<file path="config.mk">
export PLATFORM = sky130hd
export DESIGN_NAME = vid_timing_gen
export DESIGN_NICKNAME = d
export VERILOG_FILES = /design/src/rtl/vid_timing_gen.sv
export SDC_FILE = /design/constraint.sdc
export NUM_CORES = 1
export LEC_CHECK = 0
export ABC_AREA = 1
export CAP_MARGIN = 15
export CORE_MARGIN = 1
export CORE_UTILIZATION = 29
export CTS_BUF_LIST = sky130_fd_sc_hd__clkbuf_2 sky130_fd_sc_hd__clkbuf_4 sky130_fd_sc_hd__clkbuf_8
export CTS_CLUSTER_DIAMETER = 150
export DETAILED_ROUTE_END_ITERATION = 8
export GPL_TIMING_DRIVEN = 0
export PLACE_DENSITY = 0.42
export SYNTH_ARGS = -nofsm -noshare
export SYNTH_HDL_FRONTEND = slang
export SYNTH_SLANG_ARGS = --single-unit
</file>
<file path="constraint.sdc">
create_clock -name clk_data -period 2.8 [get_ports clk_data]
set_input_delay 0.56 -clock clk_data [delete_from_list [all_inputs] [get_ports clk_data]]
set_output_delay 0.56 -clock clk_data [all_outputs]
set_load 0.05 [all_outputs]
</file>
<file path="src/rtl/vid_timing_gen.sv">
// vid_timing_gen: programmable raster timing generator.
// Produces hsyn/vsyn/de, replicated logical pixel coordinates (x, y), a
// per-pixel advance strobe, a line-start pulse and a sticky frame interrupt.
// Timing registers are written to a staging set and copied to the active set
// at frame end (or continuously while disabled), so a retime never tears a frame.
//
// Ports:
//   clk_data             sole clock, rising edge
//   irst                 synchronous active-high reset
//   reg_en/reg_we        register strobe / write select
//   reg_addr/reg_wdata   register index / write data
//   reg_rdata            read data, valid the cycle after a read strobe
//   hsyn, vsyn           syncs, polarity from CTRL.hpol / CTRL.vpol
//   de                   active-video enable
//   x, y                 logical pixel column / row
//   pix_adv              strobe on the last clock of each logical pixel
//   line_start           pulse when hcnt==0
//   frame_irq            sticky frame-end interrupt
module vid_timing_gen #(
    parameter int CW   = 12,
    parameter int DIVW = 4
) (
    input  logic          clk_data,
    input  logic          irst,
    input  logic          reg_en,
    input  logic          reg_we,
    input  logic [3:0]    reg_addr,
    input  logic [31:0]   reg_wdata,
    output logic [31:0]   reg_rdata,
    output logic          hsyn,
    output logic          vsyn,
    output logic          de,
    output logic [CW-1:0] x,
    output logic [CW-1:0] y,
    output logic          pix_adv,
    output logic          line_start,
    output logic          frame_irq
);

    localparam logic [CW-1:0]   RST_HSS  = CW'(1048);
    localparam logic [CW-1:0]   RST_HSE  = CW'(1184);
    localparam logic [CW-1:0]   RST_HTOT = CW'(1343);
    localparam logic [CW-1:0]   RST_VSS  = CW'(771);
    localparam logic [CW-1:0]   RST_VSE  = CW'(777);
    localparam logic [CW-1:0]   RST_VTOT = CW'(805);
    localparam logic [CW-1:0]   RST_HAE  = CW'(1024);
    localparam logic [CW-1:0]   RST_VAE  = CW'(768);
    localparam logic [CW-1:0]   CW_ONE   = CW'(1);
    localparam logic [DIVW-1:0] DIV_ONE  = DIVW'(1);

    logic [CW-1:0]   s_hss, s_hse, s_htot, s_vss, s_vse, s_vtot, s_has, s_hae, s_vas, s_vae;
    logic [CW-1:0]   a_hss, a_hse, a_htot, a_vss, a_vse, a_vtot, a_has, a_hae, a_vas, a_vae;
    logic [DIVW-1:0] s_hdiv, s_vdiv, a_hdiv, a_vdiv;
    logic            en, hpol, vpol, irq_en;
    logic [CW-1:0]   hcnt, vcnt, xcnt, ycnt;
    logic [DIVW-1:0] hsub, vsub;
    logic [15:0]     frame_cnt;
    logic [31:0]     rd_mux;
    logic            wr, en_nxt, run, h_last, frame_end;
    logic            hs_c, vs_c, hwin, vwin, de_c;
    logic            unused_wdata;

    assign unused_wdata = ^reg_wdata[31:CW];

    assign wr        = reg_en && reg_we;
    // A CTRL write clearing en must already stop the counters at this edge.
    assign en_nxt    = (wr && reg_addr == 4'd11) ? reg_wdata[0] : en;
    assign run       = en && en_nxt;
    assign h_last    = (hcnt == a_htot);
    assign frame_end = en && h_last && (vcnt == a_vtot);

    assign hs_c = (hcnt >= a_hss) && (hcnt < a_hse);
    assign vs_c = (vcnt >= a_vss) && (vcnt < a_vse);
    assign hwin = (hcnt >= a_has) && (hcnt < a_hae);
    assign vwin = (vcnt >= a_vas) && (vcnt < a_vae);
    assign de_c = hwin && vwin;

    always_ff @(posedge clk_data) begin
        if (irst) begin
            s_hss  <= RST_HSS;  s_hse <= RST_HSE;  s_htot <= RST_HTOT;
            s_vss  <= RST_VSS;  s_vse <= RST_VSE;  s_vtot <= RST_VTOT;
            s_has  <= '0;       s_hae <= RST_HAE;  s_vas  <= '0;
            s_vae  <= RST_VAE;  s_hdiv <= '0;      s_vdiv <= '0;
            en     <= 1'b1;     hpol  <= 1'b0;     vpol   <= 1'b0;
            irq_en <= 1'b0;
        end else if (wr) begin
            case (reg_addr)
                4'd0:  s_hss  <= reg_wdata[CW-1:0];
                4'd1:  s_hse  <= reg_wdata[CW-1:0];
                4'd2:  s_htot <= reg_wdata[CW-1:0];
                4'd3:  s_vss  <= reg_wdata[CW-1:0];
                4'd4:  s_vse  <= reg_wdata[CW-1:0];
                4'd5:  s_vtot <= reg_wdata[CW-1:0];
                4'd6:  s_has  <= reg_wdata[CW-1:0];
                4'd7:  s_hae  <= reg_wdata[CW-1:0];
                4'd8:  s_vas  <= reg_wdata[CW-1:0];
                4'd9:  s_vae  <= reg_wdata[CW-1:0];
                4'd10: begin
                    s_hdiv <= reg_wdata[DIVW-1:0];
                    s_vdiv <= reg_wdata[DIVW+7:8];
                end
                4'd11: {irq_en, vpol, hpol, en} <= reg_wdata[3:0];
                default: ;
            endcase
        end
    end

    always_ff @(posedge clk_data) begin
        if (irst) begin
            a_hss  <= RST_HSS;  a_hse <= RST_HSE;  a_htot <= RST_HTOT;
            a_vss  <= RST_VSS;  a_vse <= RST_VSE;  a_vtot <= RST_VTOT;
            a_has  <= '0;       a_hae <= RST_HAE;  a_vas  <= '0;
            a_vae  <= RST_VAE;  a_hdiv <= '0;      a_vdiv <= '0;
        end else if (frame_end || !en) begin
            a_hss  <= s_hss;  a_hse <= s_hse;  a_htot <= s_htot;
            a_vss  <= s_vss;  a_vse <= s_vse;  a_vtot <= s_vtot;
            a_has  <= s_has;  a_hae <= s_hae;  a_vas  <= s_vas;
            a_vae  <= s_vae;  a_hdiv <= s_hdiv; a_vdiv <= s_vdiv;
        end
    end

    always_ff @(posedge clk_data) begin
        if (irst || !run) begin
            hcnt <= '0;
            vcnt <= '0;
        end else if (h_last) begin
            hcnt <= '0;
            vcnt <= (vcnt == a_vtot) ? '0 : vcnt + CW_ONE;
        end else begin
            hcnt <= hcnt + CW_ONE;
        end
    end

    always_ff @(posedge clk_data) begin
        if (irst || !run) begin
            hsub <= '0;
            xcnt <= '0;
            vsub <= '0;
            ycnt <= '0;
        end else begin
            if (de_c) begin
                if (hsub == a_hdiv) begin
                    hsub <= '0;
                    xcnt <= xcnt + CW_ONE;
                end else begin
                    hsub <= hsub + DIV_ONE;
                end
            end else if (!hwin) begin
                hsub <= '0;
                xcnt <= '0;
            end
            if (!vwin) begin
                vsub <= '0;
                ycnt <= '0;
            end else if (h_last) begin
                if (vsub == a_vdiv) begin
                    vsub <= '0;
                    ycnt <= ycnt + CW_ONE;
                end else begin
                    vsub <= vsub + DIV_ONE;
                end
            end
        end
    end

    // Outputs show the counter state of the previous cycle.
    always_ff @(posedge clk_data) begin
        if (irst) begin
            hsyn       <= 1'b0;
            vsyn       <= 1'b0;
            de         <= 1'b0;
            pix_adv    <= 1'b0;
            line_start <= 1'b0;
            x          <= '0;
            y          <= '0;
        end else begin
            hsyn       <= (hs_c && run) ^ hpol;
            vsyn       <= (vs_c && run) ^ vpol;
            de         <= de_c && run;
            pix_adv    <= de_c && run && (hsub == a_hdiv);
            line_start <= run && (hcnt == '0);
            x          <= run ? xcnt : '0;
            y          <= run ? ycnt : '0;
        end
    end

    // A frame-end set beats a simultaneous STATUS clear.
    always_ff @(posedge clk_data) begin
        if (irst) begin
            frame_cnt <= '0;
            frame_irq <= 1'b0;
        end else begin
            if (frame_end)
                frame_cnt <= frame_cnt + 16'd1;
            if (frame_end && irq_en)
                frame_irq <= 1'b1;
            else if (wr && reg_addr == 4'd12 && reg_wdata[0])
                frame_irq <= 1'b0;
        end
    end

    always_comb begin
        rd_mux = '0;
        case (reg_addr)
            4'd0:  rd_mux[CW-1:0] = s_hss;
            4'd1:  rd_mux[CW-1:0] = s_hse;
            4'd2:  rd_mux[CW-1:0] = s_htot;
            4'd3:  rd_mux[CW-1:0] = s_vss;
            4'd4:  rd_mux[CW-1:0] = s_vse;
            4'd5:  rd_mux[CW-1:0] = s_vtot;
            4'd6:  rd_mux[CW-1:0] = s_has;
            4'd7:  rd_mux[CW-1:0] = s_hae;
            4'd8:  rd_mux[CW-1:0] = s_vas;
            4'd9:  rd_mux[CW-1:0] = s_vae;
            4'd10: begin
                rd_mux[DIVW-1:0]   = s_hdiv;
                rd_mux[DIVW+7:8]   = s_vdiv;
            end
            4'd11: rd_mux[3:0]    = {irq_en, vpol, hpol, en};
            4'd12: rd_mux         = {frame_cnt, 15'd0, frame_irq};
            4'd13: rd_mux[CW-1:0] = vcnt;
            default: ;
        endcase
    end

    always_ff @(posedge clk_data) begin
        if (irst)
            reg_rdata <= '0;
        else if (reg_en && !reg_we)
            reg_rdata <= rd_mux;
    end

endmodule

</file>
==> results of run 1 <==
area by class of cell:
class | count | area [um2]
inverters | 340 | 1280
multi-input cells | 1715 | 8860
repair buffers | 73 | 728
well taps | 846 | 1060
plain buffers | 130 | 634
clock buffers | 128 | 1560
fillers | 6777 | 41200
diodes | 1 | 2.50
flip-flops and latches | 390 | 7820
clock inverters | 6 | 57.6
synthesized netlist by cell type, types with 12 or more instances:
library cell,number
ha_1,100
nor2_1,363
inv_2,12
buf_2,30
inv_1,326
xnor2_1,21
o22ai_1,63
nand3_1,115
o21ai_0,255
nand4_1,19
o21ai_1,17
nand2_1,379
clkbuf_1,76
dfxtp_1,390
nor3_1,38
xor2_1,40
a21oi_1,242
power by group through the flow:
stage | clock, W | combinational (W) | sequential [W]
floorplan | 0 | 0.000595 | 0.00599
global route | 0.00654 | 0.00126 | 0.00578
finish | 0.00611 | 0.00114 | 0.00577
detailed placement | 0 | 0.00114 | 0.00589
global placement | 0 | 0.00113 | 0.00589
CTS | 0.00627 | 0.00114 | 0.00577
stage by stage:
step	instances	setup TNS (ps)	worst slack [ps]	total power, W	cell area, um2
after floorplan	2575	0	862	0.00659	18600
after global placement	3493	-34600	-533	0.00702	20400
after detailed placement	3493	-34950	-529	0.00703	20400
after CTS	3628	0	43.5	0.0132	22000
after global routing	3629	0	2.19	0.0136	22000
final	3629	-2.69	-2.69	0.0130	22000
metal layers:
layer | wire, um | vias to the layer above
met5 | 0 | -
met4 | 2090 | 0
met3 | 4760 | 125
met2 | 31700 | 525
met1 | 31700 | 8144
li1 | - | 8675
kinds of logic after synthesis:
logic type | count (synthesis)
and+or+nand+nor | 957
AOI/OAI and AO/OA | 593
buffers and inverters | 470
DFF | 390
adders and majority gates | 100
xor gates and xnor gates | 61
other | 1
placed cells by master (no fill, tap or decap), drive strengths merged, types with 2 or more instances in the layout:
cell type	instances
clkinv	6
xnor2	21
or2	6
nor3b	7
ha	100
nor4	6
nand2	382
xor2	40
a21oi	242
nand3b	7
nand4	19
o21ai	272
clkdlybuf4s50	72
o211ai	5
nand3	116
buf	55
clkbuf	204
dfxtp	390
a31oi	7
a21o	2
nor3	39
nor2	373
inv	338
conb	4
o22ai	63
worst register-to-register path, delay by kind of cell (launching register included):
family,cells,cell delay [ps]
compound gates,1,330
xor+xnor,1,180
buf+inv,2,410
simple gates,7,970
flops,1,650
how the worst min path moves through the flow:
| stage | endpoint | slack (ps) |
|---|---|---|
| 2_1_floorplan | a_hae[10] | 430 |
| 3_3_place_gp | ycnt[9] | 450 |
| 3_5_place_dp | ycnt[11] | 460 |
| 4_1_cts | ycnt[11] | 460 |
| 5_1_grt | ycnt[10] | 470 |
| 6_report | ycnt[9] | 460 |
what timing repair did:
action,4_1_cts,5_1_grt
hold buffers,0,0
endpoints found under the setup margin,11,11
hold endpoints to repair,0,0
gates cloned,0,0
gates resized for setup,5,7
pin swaps,1,0
setup buffers,1,0
==> impl_metrics.yaml, run 1 <==
critical_path:
  slowest_delay_ps: 620
  crit_path_start: "reg_addr[3]"
  endpoint: "reg_rdata[6]"
  reg2reg_to: "a_hss[9]"
  r2r-start: "hcnt[3]"
  path_delay_family: "buffers and inverters"
  end_kind: "register"
  crit_path_top_delay_cell: "nor3_1"
  crit_path_frequent_cell: "nand2_1"
  cp_max_fo: 10
  path_buf_inv: 4
  arrival_ps: 3320
  worstSetupStartpointType: "input pin"
  reg2reg_slack_ps: 140
  criticalPathCategory: "in -> reg"
  path_cells: "clkdlybuf4s50_1 > inv_1 > nand2_1 > inv_1 > nand2_1 > clkbuf_1 > o22ai_1 > nor3_1 > nand3_1 > nand2_1 > a21oi_1"
  crit_required_ps: 3310
  r2r_cells: 11
  path_depth: 11
final_layout:
  largest_reg_flops: 28
  drive_gt1_share_pct: 8.20
  reg_top3: "reg_rdata x28, frame_cnt x16"
  area_delta_synth_final_pct: 18.5
  regMostFlops: "reg_rdata"
  nNetsFinal: 2865
  fin_util_pct: 34.8
timing:
  fmax_ghz: 0.357
  slew_violations: 0
  finalClockSkew_ps: 29.7
  period_share_pct: 100
  rsz0062_at_grt: "false"
  relSlewSlack_pct: 21.7
  period_needed_ps: 2800
  hold_viol_final: 0
  hold_ws_ps: 460
  tightest_slew_ps: 1170
  layout_setup_ws_ps: -2.69
  setup-violations-final: 1
placed_design:
  io_buffers: 72
  routabilityCongestion: 0.966
  dp_hpwl_mm: 53.3
grt:
  grt_pass1_vias: 16654
  antenna_found_initial: 3
  use_met3_pct: 4.82
  grt-ovfl-total: 0
  grt_max_degree: 11
  use_met2_pct: 35.3
  grt_pass1_wl_mm: 103
  grt_use_total_pct: 21.7
  grt_busiest_layer: "met2"
  gr-usage-met1_pct: 28.3
drt:
  drt_wl_total_mm: 70.2
  via_per_inst: 4.81
  drt_iter0_markers: 1051
  dr.pass1.iters: 5
  vias: 17469
  wl_per_cell_um: 19.3
  post-route-drc-count: 0
  ant_nets: 0
logic_synthesis:
  yosys-top-cells-area: "dfxtp_1 (42%), nand2_1 (7.7%), nor2_1 (7.3%)"
  synthMuxAreaShare_pct: 0
  synth_edf_count: 0
  synth_top_flop_cell: "dfxtp_1"
  synth_top_family_by_area: "simple AND/OR/NAND/NOR gates"
  yosys_warnings: 0
  synthArstFlopShare_pct: 0
  synth-simple-area-share_pct: 21.4
  synth_top_area_share_pct: 42.0
  yosys_register_bits: 390
  postSynthCellCount: 2572
  synth.lib_cells_used.distinct: 39
  syn-cell-area_um2: 18600
  synth_compound_area_share_pct: 16.6
  ys_seq_area_share_pct: 42.0
  yosys.area.top_type: "dfxtp_1"
  synth_fa_ha_area_share_pct: 6.74
  synth_xor_area_share_pct: 2.88
  avgSynthCellArea_um2: 7.22
power:
  power.leakage_nw: 8.90
  ir_drop_mv: 0.335
  internal_power_w: 0.00957
  power.sequential.fraction_pct: 44.3
  p_per_area_nw_per_um2: 592
  sw_frac_of_total_pct: 26.5
  pwr-share-comb_pct: 8.8
  netSwitchingPower_w: 0.00346
  clkPwrFrac_pct: 46.9
min_path:
  hold_depth: 2
  worstHoldPathType: "reg -> reg"
  hold_start: "ycnt[9]"
clocking:
  htreeDepth: 3
  cts_tree: "yes"
  cts_buffers: 75
  clkLatencyLatePin_ps: 670
  clk_pin_slew_ps: 50
  cts-root-buf: "clkbuf_8"
  cts.sinks: 390
  clockBufferDepth: 3
floorplan:
  die_area_um2: 65000
  rows: 92
  core-area_um2: 63200
  die_h_um: 255
  die_w_um: 255
  start_util_pct: 29.4
  ioPinCount: 102
outcome:
  outcome: "finished with violations"
  failed_checks: "negative setup slack"
flow_run:
  maxCapViolCount: 0
No activity file was read; power rests on OpenSTA's default activity.
==> inputs of run 2 (changes only) <==
- SETUP_SLACK_MARGIN: unset -> 0.15
==> impl_metrics.yaml, run 2 (synthesis gave the netlist of run 1 again) <==
drt:
  ant_nets: 0
  drt_iter0_markers: 1144
  post-route-drc-count: 0
  drt_wl_total_mm: 70.3
  wl_per_cell_um: 19.4
  via_per_inst: 4.81
  dr.pass1.iters: 5
  vias: 17453
power:
  internal_power_w: 0.00957
  ir_drop_mv: 0.335
  netSwitchingPower_w: 0.00346
  sw_frac_of_total_pct: 26.5
  p_per_area_nw_per_um2: 591
  power_w: 0.0130
  power.sequential.fraction_pct: 44.3
  pwr-share-comb_pct: 8.8
  power.leakage_nw: 8.92
  clkPwrFrac_pct: 46.9
critical_path:
  worstSetupStartpointType: "input pin"
  criticalPathCategory: "in -> reg"
  cp_max_fo: 10
  end_kind: "register"
  arrival_ps: 3340
  reg2reg_slack_ps: 240
  crit_required_ps: 3380
placed_design:
  post-place-ws_ps: -529
  dp_hpwl_mm: 53.3
  dp.cells: 3493
  routabilityCongestion: 0.966
  io_buffers: 72
min_path:
  worstHoldPathType: "reg -> reg"
timing:
  slew_violations: 0
  setup-violations-final: 0
  relSlewSlack_pct: 21.6
  period_needed_ps: 2760
  layout_setup_ws_ps: 37.6
  finalClockSkew_ps: 33.2
  setup_tns_ps: 0
  period_share_pct: 98.7
  rsz0062_at_grt: "true"
  tightest_slew_ps: 1180
  fmax_ghz: 0.362
  hold_viol_final: 0
clocking:
  cts-root-buf: "clkbuf_8"
  htreeDepth: 3
  cts.sinks: 390
  cts_tree: "yes"
  clockBufferDepth: 3
  clk_pin_slew_ps: 50
  clkLatencyLatePin_ps: 670
  cts_buffers: 75
final_layout:
  nNetsFinal: 2865
  multiInputGateArea_um2: 8880
  instances_no_fill: 3629
  layout.cells.most_common: "nand2_1"
  fillers: 6776
  ff_latch_area_um2: 7840
  largest_reg_flops: 28
  area_delta_synth_final_pct: 18.7
  final_cell_mix: "nand2_1 (378), dfxtp_1 (370), nor2_1 (361)"
  fin_util_pct: 34.9
  drive_gt1_share_pct: 8.84
  regMostFlops: "reg_rdata"
  reg_top3: "reg_rdata x28, frame_cnt x16"
floorplan:
  ioPinCount: 102
  die_w_um: 255
  die_area_um2: 65000
  start_util_pct: 29.4
  core-area_um2: 63200
  die_h_um: 255
  rows: 92
outcome:
  outcome: "complete, no violations"
grt:
  grt_use_total_pct: 21.7
  grt_pass1_wl_mm: 103
  grt-ovfl-total: 0
  grt_pass1_vias: 16655
  antenna_found_initial: 4
  grt_max_degree: 11
flow_run:
  maxCapViolCount: 0
-- run 2: per-stage QoR --
stage	hold WS (ps)	instance area, um2
2_1_floorplan	429	18600
3_3_place_gp	450	20400
3_5_place_dp	456	20400
4_1_cts	464	22000
5_1_grt	471	22000
6_report	461	22000
-- run 2: routing by layer --
layer	up-vias	GRT usage, %	part of all wire, %	wire length, um
met3	128	4.82	6.2	4370
li1	8674	-	-	-
met1	8148	28.3	46	32100
met5	-	0	0.019	13
met4	2	7.49	3.1	2150
met2	501	35.3	45	31600
-- run 2: layout make-up --
class / count / share of cell area (%)
flip-flops and latches: 390 / 35.6
inverters: 340 / 5.79
clock buffers: 128 / 7.06
well taps: 846 / 4.80
repair buffers: 73 / 3.30
plain buffers: 130 / 2.90
diodes: 1 / 0.0114
clock inverters: 6 / 0.261
multi-input cells: 1715 / 40.3
-- run 2: worst paths after layout --
kind,start,to,cells after the start
hold reg to reg,ycnt[9],ycnt[9],2
setup / recovery,reg_addr[0],reg_rdata[0],10
hold / removal,ycnt[9],ycnt[9],2
setup reg to reg,hcnt[2],a_vas[11],12
-- run 2: worst max-delay path: stages --
cell	delay, ps
clkdlybuf4s50_1	580
inv_1	100
nor2_2	420
nand2_1	320
clkbuf_1	400
o22ai_1	480
nor2_1	90
nand3_1	180
nand2_1	70
a21oi_1	130
-- run 2: power groups by stage --
| stage | clock, W | sequential (W) | combinational, W |
|---|---|---|---|
| 6_report | 0.00611 | 0.00577 | 0.00115 |
| 5_1_grt | 0.00654 | 0.00578 | 0.00127 |
| 4_1_cts | 0.00627 | 0.00577 | 0.00114 |
| 3_5_place_dp | 0 | 0.00589 | 0.00114 |
| 3_3_place_gp | 0 | 0.00589 | 0.00113 |
| 2_1_floorplan | 0 | 0.00599 | 0.000595 |
-- run 2: timing repair --
item,CTS,global route
gates resized for setup,17,24
pin swaps,1,0
setup buffers,1,0
hold buffers,0,0
endpoints found under the setup margin,98,87
